$ cat src/rtl/waveform_capture.sv
`timescale 1ns/1ps
// waveform_capture: receive-side partner of the pmod AWG. Samples an 8-bit
// bus on a divided tick, waits for a level-crossing trigger, stores DEPTH
// samples, measures the waveform period in samples and streams the buffer
// out over a valid/ready port.
module waveform_capture #(
  parameter int DATA_WIDTH   = 8,
  parameter int DEPTH        = 128,
  parameter int SAMPLE_DIV   = 1,
  parameter int PERIOD_WIDTH = 16
) (
  input  logic                    ref_clk,
  input  logic                    rst_n,
  input  logic [DATA_WIDTH-1:0]   sample_in,
  input  logic                    arm,
  input  logic [DATA_WIDTH-1:0]   trig_level,
  input  logic                    trig_rising,
  output logic                    busy,
  output logic                    done,
  output logic                    rd_valid,
  input  logic                    rd_ready,
  output logic [DATA_WIDTH-1:0]   rd_data,
  output logic                    rd_last,
  output logic [PERIOD_WIDTH-1:0] period,
  output logic                    period_valid
);

  localparam int ADDR_W = (DEPTH > 1) ? $clog2(DEPTH) : 1;
  localparam int DIV_W  = (SAMPLE_DIV > 1) ? $clog2(SAMPLE_DIV) : 1;

  typedef enum logic [1:0] {
    S_IDLE    = 2'd0,
    S_ARMED   = 2'd1,
    S_CAPTURE = 2'd2,
    S_READOUT = 2'd3
  } state_t;

  state_t                  r_state;
  state_t                  w_state_next;

  // Input synchronizer and sample-rate divider
  logic [DATA_WIDTH-1:0]   r_sync1;
  logic [DATA_WIDTH-1:0]   r_sync2;
  logic [DIV_W-1:0]        r_div;
  logic                    w_tick;

  // Trigger configuration and crossing detector
  logic [DATA_WIDTH-1:0]   r_level;
  logic                    r_rising;
  logic [DATA_WIDTH-1:0]   r_prev;
  logic                    r_prev_ok;
  logic                    w_cross;

  // Capture buffer and pointers
  logic [DATA_WIDTH-1:0]   r_mem [DEPTH];
  logic [DATA_WIDTH-1:0]   r_mem_q;
  logic [ADDR_W-1:0]       r_wr_ptr;
  logic [ADDR_W-1:0]       r_rd_ptr;
  logic [ADDR_W-1:0]       w_wr_addr;
  logic [ADDR_W-1:0]       w_rd_addr;

  // Period measurement
  logic [PERIOD_WIDTH-1:0] r_cnt;
  logic [PERIOD_WIDTH-1:0] r_period;
  logic                    r_period_valid;

  // Readout handshake
  logic                    r_rd_valid;
  logic                    r_done;
  logic                    w_xfer;
  logic                    w_last;

  // FSM strobes
  logic                    w_arm_accept;
  logic                    w_trigger;
  logic                    w_wr_en;
  logic                    w_capture_end;
  logic                    w_cap_tick;

  assign w_tick = (r_div == DIV_W'(SAMPLE_DIV - 1));

  // Crossing compares the newest synchronized sample against the previous ticked one.
  assign w_cross = r_rising ? ((r_prev <  r_level) && (r_sync2 >= r_level))
                            : ((r_prev >= r_level) && (r_sync2 <  r_level));

  assign w_last     = r_rd_valid && (r_rd_ptr == ADDR_W'(DEPTH - 1));
  assign w_xfer     = r_rd_valid && rd_ready;
  assign w_cap_tick = (r_state == S_CAPTURE) && w_tick;
  assign w_wr_addr  = w_trigger ? '0 : r_wr_ptr;
  // Read the next word as soon as the current one is taken so data is ready back-to-back.
  assign w_rd_addr  = w_xfer ? (r_rd_ptr + 1'b1) : r_rd_ptr;

  assign busy         = (r_state != S_IDLE);
  assign done         = r_done;
  assign rd_valid     = r_rd_valid;
  assign rd_last      = w_last;
  assign rd_data      = r_rd_valid ? r_mem_q : '0;
  assign period       = r_period;
  assign period_valid = r_period_valid;

  // State register
  always_ff @(posedge ref_clk) begin
    if (!rst_n) begin
      r_state <= S_IDLE;
    end else begin
      r_state <= w_state_next;
    end
  end

  // Next-state logic and per-cycle control strobes
  always_comb begin
    w_state_next  = r_state;
    w_arm_accept  = 1'b0;
    w_trigger     = 1'b0;
    w_wr_en       = 1'b0;
    w_capture_end = 1'b0;
    case (r_state)
      S_IDLE: begin
        if (arm) begin
          w_arm_accept = 1'b1;
          w_state_next = S_ARMED;
        end
      end
      S_ARMED: begin
        // The first tick after arming only primes r_prev.
        if (w_tick && r_prev_ok && w_cross) begin
          w_trigger    = 1'b1;
          w_wr_en      = 1'b1;
          w_state_next = S_CAPTURE;
        end
      end
      S_CAPTURE: begin
        if (w_tick) begin
          w_wr_en = 1'b1;
          if (r_wr_ptr == ADDR_W'(DEPTH - 1)) begin
            w_capture_end = 1'b1;
            w_state_next  = S_READOUT;
          end
        end
      end
      S_READOUT: begin
        if (w_xfer && w_last) begin
          w_state_next = S_IDLE;
        end
      end
      default: begin
        w_state_next = S_IDLE;
      end
    endcase
  end

  // Two-flop synchronizer on the asynchronous sample bus
  always_ff @(posedge ref_clk) begin
    if (!rst_n) begin
      r_sync1 <= '0;
      r_sync2 <= '0;
    end else begin
      r_sync1 <= sample_in;
      r_sync2 <= r_sync1;
    end
  end

  // Free-running sample divider, independent of FSM state
  always_ff @(posedge ref_clk) begin
    if (!rst_n) begin
      r_div <= '0;
    end else if (w_tick) begin
      r_div <= '0;
    end else begin
      r_div <= r_div + 1'b1;
    end
  end

  // Trigger settings latched on arm; previous-sample history for crossing detection
  always_ff @(posedge ref_clk) begin
    if (!rst_n) begin
      r_level   <= '0;
      r_rising  <= 1'b1;
      r_prev    <= '0;
      r_prev_ok <= 1'b0;
    end else begin
      if (w_arm_accept) begin
        r_level   <= trig_level;
        r_rising  <= trig_rising;
        r_prev_ok <= 1'b0;
      end else if (w_tick && ((r_state == S_ARMED) || (r_state == S_CAPTURE))) begin
        r_prev    <= r_sync2;
        r_prev_ok <= 1'b1;
      end
    end
  end

  // Capture buffer: synchronous write, registered read (block RAM friendly, no reset)
  always_ff @(posedge ref_clk) begin
    if (w_wr_en) begin
      r_mem[w_wr_addr] <= r_sync2;
    end
    r_mem_q <= r_mem[w_rd_addr];
  end

  // Write and read pointers
  always_ff @(posedge ref_clk) begin
    if (!rst_n) begin
      r_wr_ptr <= '0;
      r_rd_ptr <= '0;
    end else begin
      if (w_trigger) begin
        r_wr_ptr <= ADDR_W'(1);
      end else if (w_wr_en) begin
        r_wr_ptr <= r_wr_ptr + 1'b1;
      end
      if (w_arm_accept || w_capture_end) begin
        r_rd_ptr <= '0;
      end else if (w_xfer) begin
        r_rd_ptr <= r_rd_ptr + 1'b1;
      end
    end
  end

  // Period counter: counts capture ticks since the trigger and latches on the next same-polarity crossing
  always_ff @(posedge ref_clk) begin
    if (!rst_n) begin
      r_cnt          <= '0;
      r_period       <= '0;
      r_period_valid <= 1'b0;
    end else begin
      if (w_arm_accept) begin
        r_period       <= '0;
        r_period_valid <= 1'b0;
      end else if (w_cap_tick && w_cross && !r_period_valid) begin
        r_period       <= r_cnt;
        r_period_valid <= 1'b1;
      end
      if (w_trigger) begin
        r_cnt <= PERIOD_WIDTH'(1);
      end else if (w_cap_tick && (r_cnt != '1)) begin
        r_cnt <= r_cnt + 1'b1;
      end
    end
  end

  // Readout valid trails READOUT entry by one cycle to cover the RAM read; done follows the last transfer
  always_ff @(posedge ref_clk) begin
    if (!rst_n) begin
      r_rd_valid <= 1'b0;
      r_done     <= 1'b0;
    end else begin
      r_rd_valid <= (r_state == S_READOUT) && !(w_xfer && w_last);
      r_done     <= (r_state == S_READOUT) && w_xfer && w_last;
    end
  end

endmodule

$ cat config.mk
export PLATFORM = sky130hd
export DESIGN_NAME = waveform_capture
export DESIGN_NICKNAME = d
export VERILOG_FILES = /design/src/rtl/waveform_capture.sv
export SDC_FILE = /design/constraint.sdc
export NUM_CORES = 1
export LEC_CHECK = 0
export ABC_AREA = 1
export ABC_CLOCK_PERIOD_IN_PS = 5100
export BUFFER_PORTS_ARGS = -buffer_cell sky130_fd_sc_hd__buf_2
export CORE_MARGIN = 5
export CORE_UTILIZATION = 40
export DETAILED_ROUTE_END_ITERATION = 7
export SYNTH_ARGS = -nofsm -noshare
export SYNTH_HDL_FRONTEND = slang
export SYNTH_SLANG_ARGS = --single-unit
$ cat constraint.sdc
create_clock -name ref_clk -period 5.1 [get_ports ref_clk]
set_input_delay 1.02 -clock ref_clk [delete_from_list [all_inputs] [get_ports ref_clk]]
set_output_delay 1.02 -clock ref_clk [all_outputs]
set_load 0.03 [all_outputs]
==> results of run 1 <==
==> worst max path at each step <==
stage	from	to	slack [ns]	depth (start not counted)
floorplan	r_sync2[5]$_SDFF_PN0_	r_mem[14][0]$_DFFE_PP_	0.67	14
global placement	r_level[5]$_SDFFE_PN0P_	r_mem[29][0]$_DFFE_PP_	1.09	13
detailed placement	r_level[5]$_SDFFE_PN0P_	r_mem[16][0]$_DFFE_PP_	1.12	13
CTS	r_level[5]$_SDFFE_PN0P_	r_mem[29][5]$_DFFE_PP_	1.12	13
global route	r_level[5]$_SDFFE_PN0P_	r_mem[117][2]$_DFFE_PP_	0.73	13
finish	r_level[5]$_SDFFE_PN0P_	r_mem[117][2]$_DFFE_PP_	1.00	13
==> report_power, final <==
| part | switching, W | internal (W) | total, W |
|---|---|---|---|
| Sequential | 0.0000404 | 0.0100 | 0.0101 |
| Clock | 0.00345 | 0.00455 | 0.00800 |
| Combinational | 0.000722 | 0.000264 | 0.000987 |
==> area by class of cell <==
cell class / count / share of cell area
clock buffers: 133 / 0.0557
clock inverters: 73 / 0.0113
multi-input cells: 2536 / 0.226
flip-flops and latches: 1118 / 0.618
well taps: 1536 / 0.0364
inverters: 507 / 0.0363
repair buffers: 104 / 0.0162
==> cell usage in the layout (no fill, tap or decap), types with 2 or more instances in the layout <==
cell	netlist	final
nand2_1	1246	1243
edfxtp_1	1024	1024
nand3_1	630	629
inv_1	502	502
nor2_1	191	191
o211ai_1	186	186
clkbuf_16	0	113
dfxtp_1	94	86
a21oi_1	73	73
nand3b_1	64	64
o21ai_0	61	61
buf_2	150	49
buf_4	4	39
clkinv_1	1	35
ha_1	24	24
clkinv_2	0	17
clkbuf_1	71	16
buf_12	0	16
nand4_1	13	13
xor2_1	13	9
bufinv_16	0	9
dfxtp_4	0	8
nor3_1	7	7
nand3_2	6	6
clkinv_4	0	5
nor3b_1	4	4
clkinvlp_4	0	4
clkbuf_8	0	4
xor2_4	0	3
xnor2_1	3	3
inv_6	0	3
nand2_2	1	2
nand2_4	0	2
nor2_2	2	2
inv_8	0	2
a21o_1	2	2
nor4_1	2	2
==> sequential cells by signal, summed over array words and instances (netlist names) <==
signal,count
r_wr_ptr,7
period,16
r_rising,1
r_mem,1024
r_prev,8
rd_valid,1
r_mem_q,8
r_rd_ptr,7
r_prev_ok,1
r_sync2,8
r_level,8
r_cnt,16
r_state,2
period_valid,1
r_sync1,8
done,1
r_div,1
==> cells by family (layout without fill, tap and decap cells) <==
family                     after synthesis  in the layout  synth area share
AOI/OAI and AO/OA                      327            327            0.0448
xor gates and xnor gates                16             16           0.00295
buffers and inverters                  760            817            0.0644
DFF                                   1118           1118             0.686
other                                    1              1         0.0000789
adders and majority gates               24             24           0.00632
and+or+nand+nor                       2168           2168             0.195
==> synth_stat cells, types with 26 or more instances <==
library cell and instances:
nand2_1 1246, edfxtp_1 1024, nand3_1 630, inv_1 502, nor2_1 191, o211ai_1 186
buf_2 150, dfxtp_1 94, a21oi_1 73, clkbuf_1 71, nand3b_1 64, o21ai_0 61
buf_1 26
==> per-stage QoR <==
step	cell area, µm²	power [W]	instances
floorplan	47500	0.0109	4414
global placement	49300	0.0112	5801
detailed placement	49300	0.0112	5801
CTS	52900	0.0192	6007
global route	52900	0.0197	6007
finish	52900	0.0191	6007
==> layer usage <==
layer | vias to the layer above | part of all wire | track usage
met2 | 1105 | 0.47 | 0.308
li1 | 14900 | - | -
met3 | 205 | 0.076 | 0.0376
met1 | 15100 | 0.43 | 0.261
met4 | 2 | 0.032 | 0.0621
met5 | - | 0.000089 | 0
==> worst min-delay path: stages, from the launching register on <==
cell and delay [ns]:
dfxtp_1 0.30, nand2_1 0.06, inv_1 0.03
==> qor.csv, run 1 <==
metric,value,unit
Fmax,0.244,GHz
"Cell Area, Synth",0.0475,mm²
Yosys cell types,37,
critical path type,register to register,
Post-Route WL,123000,µm
H-Tree Depth,3,
element type at the critical path end,register,
chip height,355,µm
"Seq/Total Area, Yosys",0.686,
minimum clock period,4.10,ns
"Reg clk slew, reported paths",0.06,ns
"Req. time, crit path",5.41,ns
GRT overflow,0,
yosys warns,0,
Setup TNS Final,0,ns
RSZ-0062 raised after global routing,no,
predominant post-synthesis flop cell,edfxtp_1,
Max-Cap Viols,0,
FF-to-FF End,r_mem[117][2]$_DFFE_PP_,
largest cells by area after synthesis,"edfxtp_1 65%, nand2_1 9.8%, nand3_1 6.6%, inv_1 4.0%, dfxtp_1 4.0%",
Hold WC Path Type,register to register,
drt wl/cell,20.5,µm
chip width,355,µm
count of pins over their slew limit,0,
nets,4421,
LEAKAGE,21.5,nW
HP Start,r_sync1[3]$_SDFF_PN0_,
gr usage total,0.191,
Final period util,0.803,
Num CTS Buffers,109,
CTS tree,built,
Post-CTS Setup Inserts,0,
hold endpoint,r_sync2[3]$_SDFF_PN0_,
number of fill cells,10800,
R2R Setup Slk,1.00,ns
hold_ws,0.396,ns
hold depth,2,
RePlAce Congestion,0.841,
total core area,0.118,mm²
area taken by multi-input logic gates,0.0119,mm²
Mapped Avg Cell Area,10.8,µm²
final-report setup violation count,0,
antenna-violating nets left,0,
1st-pass router iterations,5,
clock sinks,1118,
Critical Path Most Common Cell,nor2_1,
WP buf/inv,1,
crit-path cells,inv_1 > ha_1 > a21oi_1 > nor2_1 > nor2_1 > nand2_1 > nor2_1 > nand2_1 > nand2_2 > nand3_2 > a21oi_4 > nand3_2 > nor2_1,
pin count of the biggest net entering global routing,184,
detailed placement HPWL,69800,µm
count of flip-flops with a built-in enable after synthesis,1024,
PwrDens,361,mW/mm²
critical path's top delay family,simple AND/OR/NAND/NOR gates,
Synth area leader,edfxtp_1,
Vias,31400,
share of layout cells above drive strength 1,0.0655,
reg2reg start,r_level[5]$_SDFFE_PN0P_,
status,completed,
die area,0.126,mm²
syn nets,4459,
Root Driver,clkbuf_16,
CTS max path bufs,3,
I/O Buffers,49,
Vias/cell,5.22,
area grow syn2layout,11.2,%
antenna violations before repair,1,
CP arrival,4.41,ns
Clock Skew,0.0402,ns
hold_buf cts,0,
actual slew at the worst max-slew pin,1.10,ns
crit path max fanout,14,
Max VDD drop,0.284,mV
post_cts resized,0,
DRT iter0 DRCs,3044,
DR DRC count,0,
CP peak stage delay,0.89,ns
number of global-route vias before repair,30100,
Initial Utilization,0.403,
Synth top area share,0.647,
I/O Pins,50,
Max-slew headroom,0.266,
Antenna diodes,0,
slowest CP cell,nor2_1,
worst r2r path cells,13,
first-pass GRT wire length,186000,µm
"FFs w/ async S/R, synth",0,
Final Core Density,0.448,
FP Rows,126,
synthesis-stage register bit count,1118,
DP Worst Slack,1.12,ns
setup ws final,1.00,ns
Final Hold Fails,0,
clock latency on the worst-skew pair,0.69,ns
Sequential Area,0.0327,mm²
startpoint types,register,
cells after synthesis,4414,
(Power assumes the default switching activity.)
==> run 2: changes to the inputs <==
--- a/config.mk
+++ b/config.mk
@@ -6,7 +6,7 @@
 export NUM_CORES = 1
 export LEC_CHECK = 0
 export ABC_AREA = 1
-export ABC_CLOCK_PERIOD_IN_PS = 5100
+export ABC_CLOCK_PERIOD_IN_PS = 3450
 export BUFFER_PORTS_ARGS = -buffer_cell sky130_fd_sc_hd__buf_2
 export CORE_MARGIN = 5
 export CORE_UTILIZATION = 40
==> constraint.sdc (replaced) <==
create_clock -name ref_clk -period 3.45 [get_ports ref_clk]
set_input_delay 0.69 -clock ref_clk [delete_from_list [all_inputs] [get_ports ref_clk]]
set_output_delay 0.69 -clock ref_clk [all_outputs]
set_load 0.03 [all_outputs]
==> run 2 against run 1 <==
Against the previous run: total power is 49% higher; utilization is 1.3 points higher; via count is 2.7% higher; final cell count is 2.8% higher; count of clock-buffer cells in the layout is 7 higher; combinational power is 56% higher; critical path depth is 2 higher; fmax is 26% higher; clock power is 49% higher; non-clock buffer count is 173 higher; clock skew is 0.012 ns lower; first-iteration DRC count is 2.8% lower; critical endpoint is now r_mem[96][1]$_DFFE_PP_; largest cell class unchanged.
==> qor.csv, run 2 (synthesis gave the netlist of run 1 again) <==
metric,value,unit,change
actual slew at the worst max-slew pin,1.13,ns,+0.0258 ns
gr usage total,0.199,,+0.00777
final-report setup violation count,0,,unchanged
die area,0.126,mm²,unchanged
DP Worst Slack,0.0496,ns,-1.07 ns
CP peak stage delay,0.50,ns,-0.39 ns
"Reg clk slew, reported paths",0.06,ns,about the same
chip width,355,µm,unchanged
crit-path cells,inv_1 > ha_1 > a21oi_1 > nor2_1 > nor2_1 > nand2_1 > nor2_1 > nand2_1 > nand2_2 > nand3_4 > buf_4 > o21ai_0 > nand3_1 > nor2_1 > buf_4,,
setup ws final,0.203,ns,-0.800 ns
hold_buf cts,0,,unchanged
Final period util,0.941,,+0.138
post-route insts no fill,6176,,+2.8%
H-Tree Depth,3,,unchanged
Initial Utilization,0.403,,unchanged
drt wl/cell,20.7,µm,+0.95%
antenna-violating nets left,0,,unchanged
1st-pass router iterations,5,,unchanged
"commonest non-fill, non-tap cell in the layout",nand2_1,,
status,completed,,
pin count of the biggest net entering global routing,157,,-15%
minimum clock period,3.25,ns,-0.850 ns
detailed placement HPWL,76100,µm,+9.0%
count of pins over their slew limit,0,,unchanged
max reg flops,1024,,unchanged
I/O Buffers,49,,unchanged
Root Driver,clkbuf_16,,
Critical Path Most Common Cell,nor2_1,,
RePlAce Congestion,0.838,,-0.44%
Max VDD drop,0.496,mV,+75%
PwrDens,521,mW/mm²,+44%
critical path's top delay family,simple AND/OR/NAND/NOR gates,,
Max-slew headroom,0.249,,-0.0172
CTS max path bufs,3,,unchanged
GRT overflow,0,,unchanged
antenna violations before repair,0,,-1
Clock Skew,0.0284,ns,-0.0118 ns
total core area,0.118,mm²,unchanged
FP Rows,126,,unchanged
Vias,32200,,+2.7%
hold_ws,0.195,ns,-0.201 ns
startpoint types,register,,
area grow syn2layout,14.4,%,
LEAKAGE,22.5,nW,+4.6%
slowest CP cell,nand3_1,,
Num CTS Buffers,110,,+0.92%
crit path max fanout,10,,-4
Fmax,0.308,GHz,+26%
CP arrival,3.63,ns,-0.78 ns
number of global-route vias before repair,31500,,+4.4%
DRT iter0 DRCs,2958,,-2.8%
I/O Pins,50,,unchanged
"Req. time, crit path",3.83,ns,-1.58 ns
Final Hold Fails,0,,unchanged
most frequent cells in the layout,"1242 x nand2_1, 1024 x edfxtp_1, 629 x nand3_1, 502 x inv_1, 197 x buf_4",,
RSZ-0062 raised after global routing,no,,
clock sinks,1118,,unchanged
Hold WC Path Type,primary input to register,,
area taken by multi-input logic gates,0.0120,mm²,+0.21%
element type at the critical path end,register,,
Sequential Area,0.0327,mm²,unchanged
Max-Cap Viols,0,,unchanged
nets,4595,,+3.9%
clock latency on the worst-skew pair,0.69,ns,about the same
critical path type,register to register,,
post_cts resized,0,,unchanged
Post-CTS Setup Inserts,0,,unchanged
first-pass GRT wire length,192000,µm,+3.3%
Cells after DPL,5974,,+3.0%
number of fill cells,10700,,-0.83%
CTS tree,built,,
Vias/cell,5.22,,-0.12%
WP buf/inv,3,,+2
Biggest register,r_mem,,
DR DRC count,0,,unchanged
share of layout cells above drive strength 1,0.104,,+0.0382
Post-Route WL,128000,µm,+3.8%
chip height,355,µm,unchanged
Overall Power,0.0283,W,+49%
## run 2: changes by cell type in the layout (fill, tap and decap cells not counted), sizes merged
cell      previous run  this run
buf                104       277
clkinv              58        45
bufinv               9        10
inv                509       508
clkinvlp             4         5
diode                0         1
clkbuf             133       140
## run 2: layout make-up
cell class | count | share of cell area
Tap cell | 1536 | 0.0353
Multi-Input combinational cell | 2536 | 0.220
Inverter | 507 | 0.0353
Clock buffer | 140 | 0.0552
Timing Repair Buffer | 277 | 0.0431
Antenna cell | 1 | 0.0000460
Clock inverter | 61 | 0.0106
Sequential cell | 1118 | 0.600
## run 2: per-stage QoR
| step | TNS, ns | area, µm² | util |
|---|---|---|---|
| after floorplan | 0 | 47600 | - |
| after global placement | -0.0853 | 50800 | 0.430 |
| after detailed placement | 0 | 50800 | 0.430 |
| after CTS | 0 | 54400 | 0.460 |
| after global routing | 0 | 54400 | 0.461 |
| final | 0 | 54400 | 0.461 |
## run 2: worst paths after layout
check	depth (start not counted)	slack [ns]	start	endpoint
worst max-delay path	15	0.20	r_level[5]$_SDFFE_PN0P_	r_mem[96][1]$_DFFE_PP_
worst min-delay path	3	0.19	sample_in[5]	r_sync1[5]$_SDFF_PN0_
worst max register to register	15	0.20	r_level[5]$_SDFFE_PN0P_	r_mem[96][1]$_DFFE_PP_
worst min register to register	2	0.41	r_sync1[0]$_SDFF_PN0_	r_sync2[0]$_SDFF_PN0_
## run 2: where the power goes
part	internal, W	switching [W]	total [W]
clock	0.00688	0.00503	0.0119
combinational	0.000420	0.00112	0.00154
sequential	0.0148	0.0000639	0.0149
## run 2: layer usage
layer	wire length (µm)	vias to the layer above	share of wire	GRT usage
met5	0	-	0	0
met4	3640	0	0.028	0.0609
met3	9180	207	0.072	0.0270
met2	59700	1248	0.47	0.323
met1	55400	15500	0.43	0.280
li1	-	15300	-	-
## run 2: worst min-delay path, cell delays in order
cell and delay [ns]:
buf_2 0.07, nand2_1 0.04, inv_1 0.04
